==> src/rtl/fft_output_reorder_pkg.sv <==
// Shared types for the FFT output reorder buffer: FSM states, sample struct and sizing.
package fft_output_reorder_pkg;

  localparam int bit_width = 24;
  localparam int N         = 16;
  localparam int SIZE      = $clog2(N);

  typedef enum logic {
    FILL  = 1'b0,
    DRAIN = 1'b1
  } state_e;

  typedef struct packed {
    logic [bit_width-1:0] re;
    logic [bit_width-1:0] im;
  } cplx_t;

endpackage

==> src/rtl/fft_output_reorder_if.sv <==
// Stream bundle: unthrottled scattered input from the last butterfly stage,
// valid/ready natural-order output, and status flags.
interface fft_output_reorder_if;
  import fft_output_reorder_pkg::*;

  logic                 valid_i;
  logic [bit_width-1:0] Re_i;
  logic [bit_width-1:0] Im_i;
  logic [SIZE-1:0]      wr_ptr_i;
  logic                 valid_o;
  logic                 ready_i;
  logic [bit_width-1:0] Re_o;
  logic [bit_width-1:0] Im_o;
  logic [SIZE-1:0]      idx_o;
  logic                 last_o;
  logic                 frame_done_o;
  logic                 dup_err_o;
  logic                 drop_err_o;

  modport slave (
    input  valid_i, Re_i, Im_i, wr_ptr_i, ready_i,
    output valid_o, Re_o, Im_o, idx_o, last_o, frame_done_o, dup_err_o, drop_err_o
  );

  modport master (
    output valid_i, Re_i, Im_i, wr_ptr_i, ready_i,
    input  valid_o, Re_o, Im_o, idx_o, last_o, frame_done_o, dup_err_o, drop_err_o
  );

endinterface

==> src/rtl/fft_output_reorder_out_skid_reg.sv <==
// Single-entry valid/ready output register; holds data, idx and last stable while stalled.
module out_skid_reg
  import fft_output_reorder_pkg::*;
(
  input  logic            clk,
  input  logic            rst,
  input  logic            load,
  input  cplx_t           data,
  input  logic [SIZE-1:0] idx,
  input  logic            last,
  input  logic            ready,
  output logic            valid,
  output cplx_t           q_data,
  output logic [SIZE-1:0] q_idx,
  output logic            q_last
);

  // Output beat register: a load wins, otherwise an accepted beat empties the slot.
  always_ff @(posedge clk) begin
    if (rst) begin
      valid  <= 1'b0;
      q_data <= '{re: {bit_width{1'b0}}, im: {bit_width{1'b0}}};
      q_idx  <= {SIZE{1'b0}};
      q_last <= 1'b0;
    end else if (load) begin
      valid  <= 1'b1;
      q_data <= data;
      q_idx  <= idx;
      q_last <= last;
    end else if (valid && ready) begin
      valid  <= 1'b0;
    end else begin
      valid  <= valid;
    end
  end

endmodule

==> src/rtl/fft_output_reorder.sv <==
// Gathers bit-scattered FFT bins into a buffer and drains them in natural order
// once every bin of the frame has arrived.
module fft_output_reorder
  import fft_output_reorder_pkg::*;
(
  input  logic                 clk,
  input  logic                 rst,
  fft_output_reorder_if.slave  bus
);

  localparam logic [SIZE:0]   N_CNT = (SIZE+1)'(N);
  localparam logic [SIZE-1:0] LAST_IDX = SIZE'(N - 1);

  state_e          state_r;
  logic [N-1:0]    filled_r;
  logic [SIZE:0]   fill_cnt_r;
  logic [SIZE:0]   rd_ptr_r;
  logic            frame_done_r;
  logic            dup_err_r;
  logic            drop_err_r;
  cplx_t           mem_r [N];

  logic            load_s;
  logic            final_s;
  logic            wr_en_s;
  logic            sk_valid_s;
  cplx_t           sk_data_s;
  logic [SIZE-1:0] sk_idx_s;
  logic            sk_last_s;

  // Drain-side handshake decode and fill-side write enable.
  always_comb begin
    load_s  = 1'b0;
    final_s = 1'b0;
    wr_en_s = 1'b0;
    if (state_r == DRAIN) begin
      load_s  = (!sk_valid_s || bus.ready_i) && (rd_ptr_r < N_CNT);
      final_s = sk_valid_s && bus.ready_i && sk_last_s;
    end else begin
      wr_en_s = bus.valid_i;
    end
  end

  // Sample buffer; contents are don't-care after reset since the bitmap gates them.
  always_ff @(posedge clk) begin
    if (wr_en_s) begin
      mem_r[bus.wr_ptr_i] <= {bus.Re_i, bus.Im_i};
    end else begin
      mem_r[bus.wr_ptr_i] <= mem_r[bus.wr_ptr_i];
    end
  end

  // Frame FSM with fill bitmap, counter, read pointer and sticky error flags.
  always_ff @(posedge clk) begin
    if (rst) begin
      state_r      <= FILL;
      filled_r     <= {N{1'b0}};
      fill_cnt_r   <= {(SIZE+1){1'b0}};
      rd_ptr_r     <= {(SIZE+1){1'b0}};
      frame_done_r <= 1'b0;
      dup_err_r    <= 1'b0;
      drop_err_r   <= 1'b0;
    end else begin
      frame_done_r <= 1'b0;
      case (state_r)
        FILL: begin
          if (bus.valid_i) begin
            if (filled_r[bus.wr_ptr_i]) begin
              dup_err_r <= 1'b1;
            end else begin
              filled_r[bus.wr_ptr_i] <= 1'b1;
              fill_cnt_r             <= fill_cnt_r + (SIZE+1)'(1);
              if (fill_cnt_r == N_CNT - (SIZE+1)'(1)) begin
                state_r  <= DRAIN;
                rd_ptr_r <= {(SIZE+1){1'b0}};
              end
            end
          end
        end
        DRAIN: begin
          // Upstream cannot be stalled, so anything arriving now is lost.
          if (bus.valid_i) begin
            drop_err_r <= 1'b1;
          end
          if (load_s) begin
            rd_ptr_r <= rd_ptr_r + (SIZE+1)'(1);
          end
          if (final_s) begin
            frame_done_r <= 1'b1;
            filled_r     <= {N{1'b0}};
            fill_cnt_r   <= {(SIZE+1){1'b0}};
            state_r      <= FILL;
          end
        end
        default: begin
          state_r <= FILL;
        end
      endcase
    end
  end

  out_skid_reg u_out (
    .clk    (clk),
    .rst    (rst),
    .load   (load_s),
    .data   (mem_r[rd_ptr_r[SIZE-1:0]]),
    .idx    (rd_ptr_r[SIZE-1:0]),
    .last   (rd_ptr_r[SIZE-1:0] == LAST_IDX),
    .ready  (bus.ready_i),
    .valid  (sk_valid_s),
    .q_data (sk_data_s),
    .q_idx  (sk_idx_s),
    .q_last (sk_last_s)
  );

  assign bus.valid_o      = sk_valid_s;
  assign bus.Re_o         = sk_data_s.re;
  assign bus.Im_o         = sk_data_s.im;
  assign bus.idx_o        = sk_idx_s;
  assign bus.last_o       = sk_last_s;
  assign bus.frame_done_o = frame_done_r;
  assign bus.dup_err_o    = dup_err_r;
  assign bus.drop_err_o   = drop_err_r;

endmodule

==> src/flat_wrapper.sv <==
// flat-port wrapper written by rule: the top's interface ports become plain ports
module fft_output_reorder_flat import fft_output_reorder_pkg::*;
  (clk, rst, bus_valid_i, bus_Re_i, bus_Im_i, bus_wr_ptr_i, bus_ready_i, bus_valid_o, bus_Re_o, bus_Im_o, bus_idx_o, bus_last_o, bus_frame_done_o, bus_dup_err_o, bus_drop_err_o);
  fft_output_reorder_if bus_i ();
  input  logic clk;
  input  logic rst;
  input wire logic [$bits(bus_i.valid_i)-1:0] bus_valid_i;
  input wire logic [$bits(bus_i.Re_i)-1:0] bus_Re_i;
  input wire logic [$bits(bus_i.Im_i)-1:0] bus_Im_i;
  input wire logic [$bits(bus_i.wr_ptr_i)-1:0] bus_wr_ptr_i;
  input wire logic [$bits(bus_i.ready_i)-1:0] bus_ready_i;
  output wire logic [$bits(bus_i.valid_o)-1:0] bus_valid_o;
  output wire logic [$bits(bus_i.Re_o)-1:0] bus_Re_o;
  output wire logic [$bits(bus_i.Im_o)-1:0] bus_Im_o;
  output wire logic [$bits(bus_i.idx_o)-1:0] bus_idx_o;
  output wire logic [$bits(bus_i.last_o)-1:0] bus_last_o;
  output wire logic [$bits(bus_i.frame_done_o)-1:0] bus_frame_done_o;
  output wire logic [$bits(bus_i.dup_err_o)-1:0] bus_dup_err_o;
  output wire logic [$bits(bus_i.drop_err_o)-1:0] bus_drop_err_o;
  assign bus_i.valid_i = bus_valid_i;
  assign bus_i.Re_i = bus_Re_i;
  assign bus_i.Im_i = bus_Im_i;
  assign bus_i.wr_ptr_i = bus_wr_ptr_i;
  assign bus_i.ready_i = bus_ready_i;
  assign bus_valid_o = bus_i.valid_o;
  assign bus_Re_o = bus_i.Re_o;
  assign bus_Im_o = bus_i.Im_o;
  assign bus_idx_o = bus_i.idx_o;
  assign bus_last_o = bus_i.last_o;
  assign bus_frame_done_o = bus_i.frame_done_o;
  assign bus_dup_err_o = bus_i.dup_err_o;
  assign bus_drop_err_o = bus_i.drop_err_o;
  fft_output_reorder u_core (.clk(clk), .rst(rst), .bus(bus_i));
endmodule
==> config.mk <==
export PLATFORM = sky130hd
export DESIGN_NAME = fft_output_reorder_flat
export DESIGN_NICKNAME = d
export VERILOG_FILES = /design/src/rtl/fft_output_reorder_pkg.sv /design/src/rtl/fft_output_reorder_if.sv /design/src/rtl/fft_output_reorder_out_skid_reg.sv /design/src/rtl/fft_output_reorder.sv /design/src/flat_wrapper.sv
export SDC_FILE = /design/constraint.sdc
export NUM_CORES = 1
export LEC_CHECK = 0
export ABC_AREA = 1
export CORE_UTILIZATION = 65
export CTS_CLUSTER_SIZE = 40
export DETAILED_ROUTE_END_ITERATION = 10
export PLACE_DENSITY_LB_ADDON = 0.12
export RECOVER_POWER = 25
export SYNTH_ARGS = -nofsm -noshare
export SYNTH_HDL_FRONTEND = slang
export SYNTH_HIERARCHICAL = 1
export SYNTH_SLANG_ARGS = --single-unit
==> constraint.sdc <==
create_clock -name clk -period 15.85 [get_ports clk]
set_input_delay 3.9625 -clock clk [delete_from_list [all_inputs] [get_ports clk]]
set_output_delay 3.9625 -clock clk [all_outputs]
set_load 0.05 [all_outputs]
Yosys cells after proc, flatten, opt, wreduce, memory -nomap -nowiden
Memories as Yosys holds them, arrays and structs flattened. A register that Yosys moved wholly into a read port is not among the register bits.
Cells that the tools add are included.
W data, S select, Z words.
{"block": "word_totals", "elab_cells": 72, "out_inout_bits": 57, "n_memories": 1, "mem_bits_rw": 768, "ff_bits": 36}
{"name": "u_core.mem_r", "words": 16, "width": 48, "rd": 1, "rd_clocked_by_memory_dff": 1, "write_ports": 1, "line": "fft_output_reorder.sv:21", "source": "cplx_t mem_r [N];"}
{"block": "classes", "addsub": 2, "bitwise": 3, "n_lt_le_gt_ge": 3, "n_mux": 32, "reduce_logical": 13, "eq_ne": 8}
{"op": "$mux W16", "count": 3}
{"op": "$mux W48", "count": 1}
{"op": "$mux W5", "count": 7}
{"op": "$pmux W16 S2", "count": 1}
{"op": "$pmux W5 S2", "count": 2}
{"op": "$or A16 B16 Y16", "count": 1}
{"op": "$mux W1", "count": 15}
{"op": "$add A5 B1 Y5 const B", "count": 2}
{"op": "$ne A2 B2 Y1 const B", "count": 4}
{"op": "$reduce_and A3 Y1", "count": 2}
{"op": "$eq A5 B4 Y1 const B", "count": 1}
{"op": "$lt A4 B5 Y1 const B", "count": 1}
{"op": "$lt A5 B5 Y1 const B", "count": 1}
{"op": "$bmux W1 S4", "count": 1}
{"op": "$demux W1 S4", "count": 1}
{"op": "$eq A4 B4 Y1 const B", "count": 1}
{"op": "$ge A4 B1 Y1 const B", "count": 1}
{"op": "$logic_and A1 B1 Y1", "count": 4}
{"op": "$reduce_and A2 Y1", "count": 2}
{"op": "$reduce_and A4 Y1", "count": 1}
{"op": "$ne A2 B1 Y1 const B", "count": 1}
{"op": "$pmux W1 S2", "count": 1}
{"op": "$reduce_bool A2 Y1", "count": 1}
{"op": "$reduce_or A2 Y1", "count": 1}
{"op": "5 further kinds", "count": 5}

Logic depth before layout (Yosys ltp)
{"block": "logic_depth", "word_depth": 8, "ltp_mapped": 13, "ltp_nobuf": 13}

Modules after synthesis
The synthesis kept the hierarchy.
{"module": "fft_output_reorder", "seq_area_each_um2": 23742.8, "area_each_um2": 32177.1, "cells_each": 2282, "n_inst": 1}
{"module": "out_skid_reg", "seq_area_each_um2": 1081.0, "area_each_um2": 1986.9, "cells_each": 234, "n_inst": 1}

Worst setup path before layout
Ideal clock, no wire load.
{"block": "synth_path", "kind": "input-to-reg", "from": "input port bus_valid_i", "to": "memory u_core/mem_r[12][0] in the netlist's numbering, enable pin", "t_required_ps": 15337, "t_arrival_ps": 7676, "cell_stages": 3, "path_slack_ps": 7661, "path_buffers": 1, "cell_sequence": "nand2_1 -> clkbuf_1 -> nor3_1"}
{"block": "synth_via", "elab_chain_cells": 4, "elab_cells_between_ends": 6}
{"item": "start: declaration", "line": "flat_wrapper.sv:7", "source": "input wire logic [$bits(bus_i.valid_i)-1:0] bus_valid_i;"}
{"item": "$mux W1 *", "line": "fft_output_reorder.sv:36", "source": "if (state_r == DRAIN) begin"}
{"item": "$mux W1 (on tied branches)", "line": "fft_output_reorder.sv:46, fft_output_reorder.sv:49"}
{"item": "$mux W1 (not written as such) or $reduce_and A2 Y1 (tied branches)"}
{"item": "$or A1 B1 Y1 (no line) *"}
{"item": "end: declaration", "line": "fft_output_reorder.sv:21"}
Mark *: on every way between the ends. The rest lies on a longest branch, timed or not.

Worst setup path in the final report
{"block": "layout_path", "from": "input port bus_valid_i", "to": "memory u_core/mem_r[13][32] in the netlist's numbering, enable pin"}
Same word-level chain as after synthesis.

==> run summary <==
outcome = finished clean
relative slew slack = 0.2584
hold_buf cts = 0
Clk Latency, worst-skew pair = 0.62 ns
Finish-stage setup viols = 0
Slew Limit Fails = 0
CTS buffer count = 84
drt total wl = 72090 um
Worst Reg-to-Reg Cells = 10
die span in x = 231.3 um
I/O Pins = 113
vias in the first global route = 19830
Final min period = 5.914 ns
most area-consuming cells after synthesis = edfxtp_1 (68%), mux2i_1 (5.6%), dfxtp_1 (5.2%)
initial antenna violation count = 5
routed via count = 20260
DRC violations left = 0
hold_ws = 0.4556 ns
# resized after CTS = 0
R2R setup slack = 11.04 ns
Worst Hold Class = reg -> reg
layout cells sized above 1 = 0.08355
overall die height = 231.3 um
die area = 53480 um^2
Tightest Pin Transition = 1.112 ns
hold worst-path end = u_core/filled_r[12]
PwrDens = 117.1 nW/um^2
RSZ-0062 raised after global routing = false
asr flop ratio synth = 0
YS warnings = 6
Placer Congestion = 0.8305
hold_sp = u_core/filled_r[12]
CTS root buf = clkbuf_16
FP Rows = 83
max-cap violations = 0
CP Max Fanout = 48
Yosys top cell area share = 0.6750
routed len/inst = 21.60 um
first-pass GRT wire length = 110700 um
Crit path required time = 16.08 ns
number of synthesized flops with an enable pin = 768
DRT Pass-1 Iters = 5
period utilisation layout = 0.3731
Synth Register Bits = 856
htree depth = 3
top_reg_cell synth = edfxtp_1
Synth Cell Area = 34160 um^2
Final Skew = 0.01593 ns
Setup Crit Path Kind = in -> reg
initial core utilization = 0.6619
DP HPWL = 37230 um
Netlist cell types = 34
Mapped Cells = 2516
Leak = 12.58 nW
Setup crit end kind = flip-flop
synthesized net count = 2575
Vias per Instance = 6.072
Clock Pin Slew Worst Setup and Hold Paths = 0.06 ns
WHS Path Cells = 2
CTS tree = built
Post-CTS Setup Inserts = 0
Hold Fails Final Rpt = 0
Max Freq = 0.1691 GHz
largest net degree at the start of global routing = 104
Clock Sinks = 856
NumNets Final = 2647
area of the core = 51610 um^2
Ant. Diodes = 0
Initial DRC Count = 1677
Post-Route Setup TNS = 0 ns
CP Data Arrival Time = 6.15 ns
Max VDD drop = 0.1247 mV
startpoint types = input pin
gr usage total = 0.2732
clock buffer depth = 3
area leader, netlist = edfxtp_1
average cell area after synthesis = 13.58 um^2
synthesis-to-layout area growth = 12.17%
top-count cell post-synth = edfxtp_1
list of most frequent post-synthesis cells = edfxtp_1 (768), o21ai_0 (291), inv_1 (232)
DRT antenna net count = 0
residual overflow from global routing = 0
Worst R2R End = u_core/u_out/q_data[43]
port buffer count = 112
register area share after synthesis = 0.7266
how the worst max path moves through the flow:
stage / startpoint / to / cells after the start
3_3_place_gp: bus_valid_i / u_core/mem_r[14][15] / 4
6_report: bus_valid_i / u_core/mem_r[13][32] / 4
2_1_floorplan: bus_valid_i / u_core/mem_r[12][0] / 3
4_1_cts: bus_valid_i / u_core/mem_r[11][35] / 4
3_5_place_dp: bus_valid_i / u_core/mem_r[11][15] / 4
5_1_grt: bus_valid_i / u_core/mem_r[14][43] / 4
area by class of cell:
type | instances | area, um^2
Sequential cell | 856 | 24840
Tap cell | 680 | 850.8
Multi-Input combinational cell | 1262 | 7691
Clock buffer | 130 | 2406
Fill cell | 3159 | 13290
Inverter | 239 | 917.1
Timing Repair Buffer | 145 | 1369
Clock inverter | 25 | 251.5
state kept, by name, indices dropped and copies added, names as in the netlist, named ones only:
| name | flops |
|---|---|
| u_core/bus.frame_done_o | 1 |
| u_core/fill_cnt_r | 5 |
| u_core/u_out/q_data | 48 |
| u_core/bus.drop_err_o | 1 |
| u_core/state_r | 1 |
| u_core/u_out/valid | 1 |
| u_core/u_out/q_idx | 4 |
| u_core/u_out/q_last | 1 |
| u_core/mem_r | 768 |
| u_core/rd_ptr_r | 5 |
| u_core/filled_r | 16 |
| u_core/bus.dup_err_o | 1 |
per-stage QoR:
step / power (mW) / util / cell area (um^2) / cells / worst slack [ns]
detailed placement: 2.624 / 0.6910 / 35660 / 3182 / 9.332
global placement: 2.618 / 0.6910 / 35660 / 3182 / 9.409
finish: 4.488 / 0.7425 / 38320 / 3337 / 9.936
global route: 4.610 / 0.7425 / 38320 / 3337 / 9.828
CTS: 4.516 / 0.7425 / 38320 / 3337 / 9.974
floorplan: 2.571 / - / 34160 / 2516 / 7.661
cell families (layout without fill, tap and decap cells):
family	count (synthesis)	count (layout)	share of synthesized area
AOI/OAI and AO/OA	722	722	0.1212
xor gates and xnor gates	1	1	0.0002564
adders and majority gates	3	3	0.001099
buffers and inverters	398	539	0.05076
DFF	856	856	0.7266
muxes	192	192	0.05625
and+or+nand+nor	344	344	0.04384
report_power, final:
group          total [mW]  switching (mW)  internal, mW
sequential           2.49         0.00609          2.48
clock                1.91           0.788          1.13
combinational      0.0843          0.0639        0.0204
total                4.49           0.858          3.63
metal layers:
metal / routed length [um] / vias up / GRT usage
li1: - / 9375 / -
met1: 30410 / 10150 / 0.3723
met2: 36380 / 610 / 0.4603
met4: 1356 / 6 / 0.07533
met5: 39 / - / 0
met3: 3907 / 118 / 0.04257
worst max-delay path, cell delays in order:
cell	delay (ns)
clkdlybuf4s50_1	0.58
nand2_1	0.50
nor3_2	0.33
buf_4	0.70
cells in the final DEF (no fill, tap or decap), types with 84 or more instances in the layout:
cell type / synthesis / routed
o211ai_1: 192 / 192
dfxtp_1: 88 / 84
nand2_1: 116 / 116
clkdlybuf4s50_1: 0 / 85
o21ai_0: 291 / 291
mux2i_1: 192 / 192
a21oi_1: 211 / 211
edfxtp_1: 768 / 768
clkbuf_16: 0 / 87
inv_1: 232 / 231
nor2_1: 123 / 123
(Power assumes the default switching activity.)
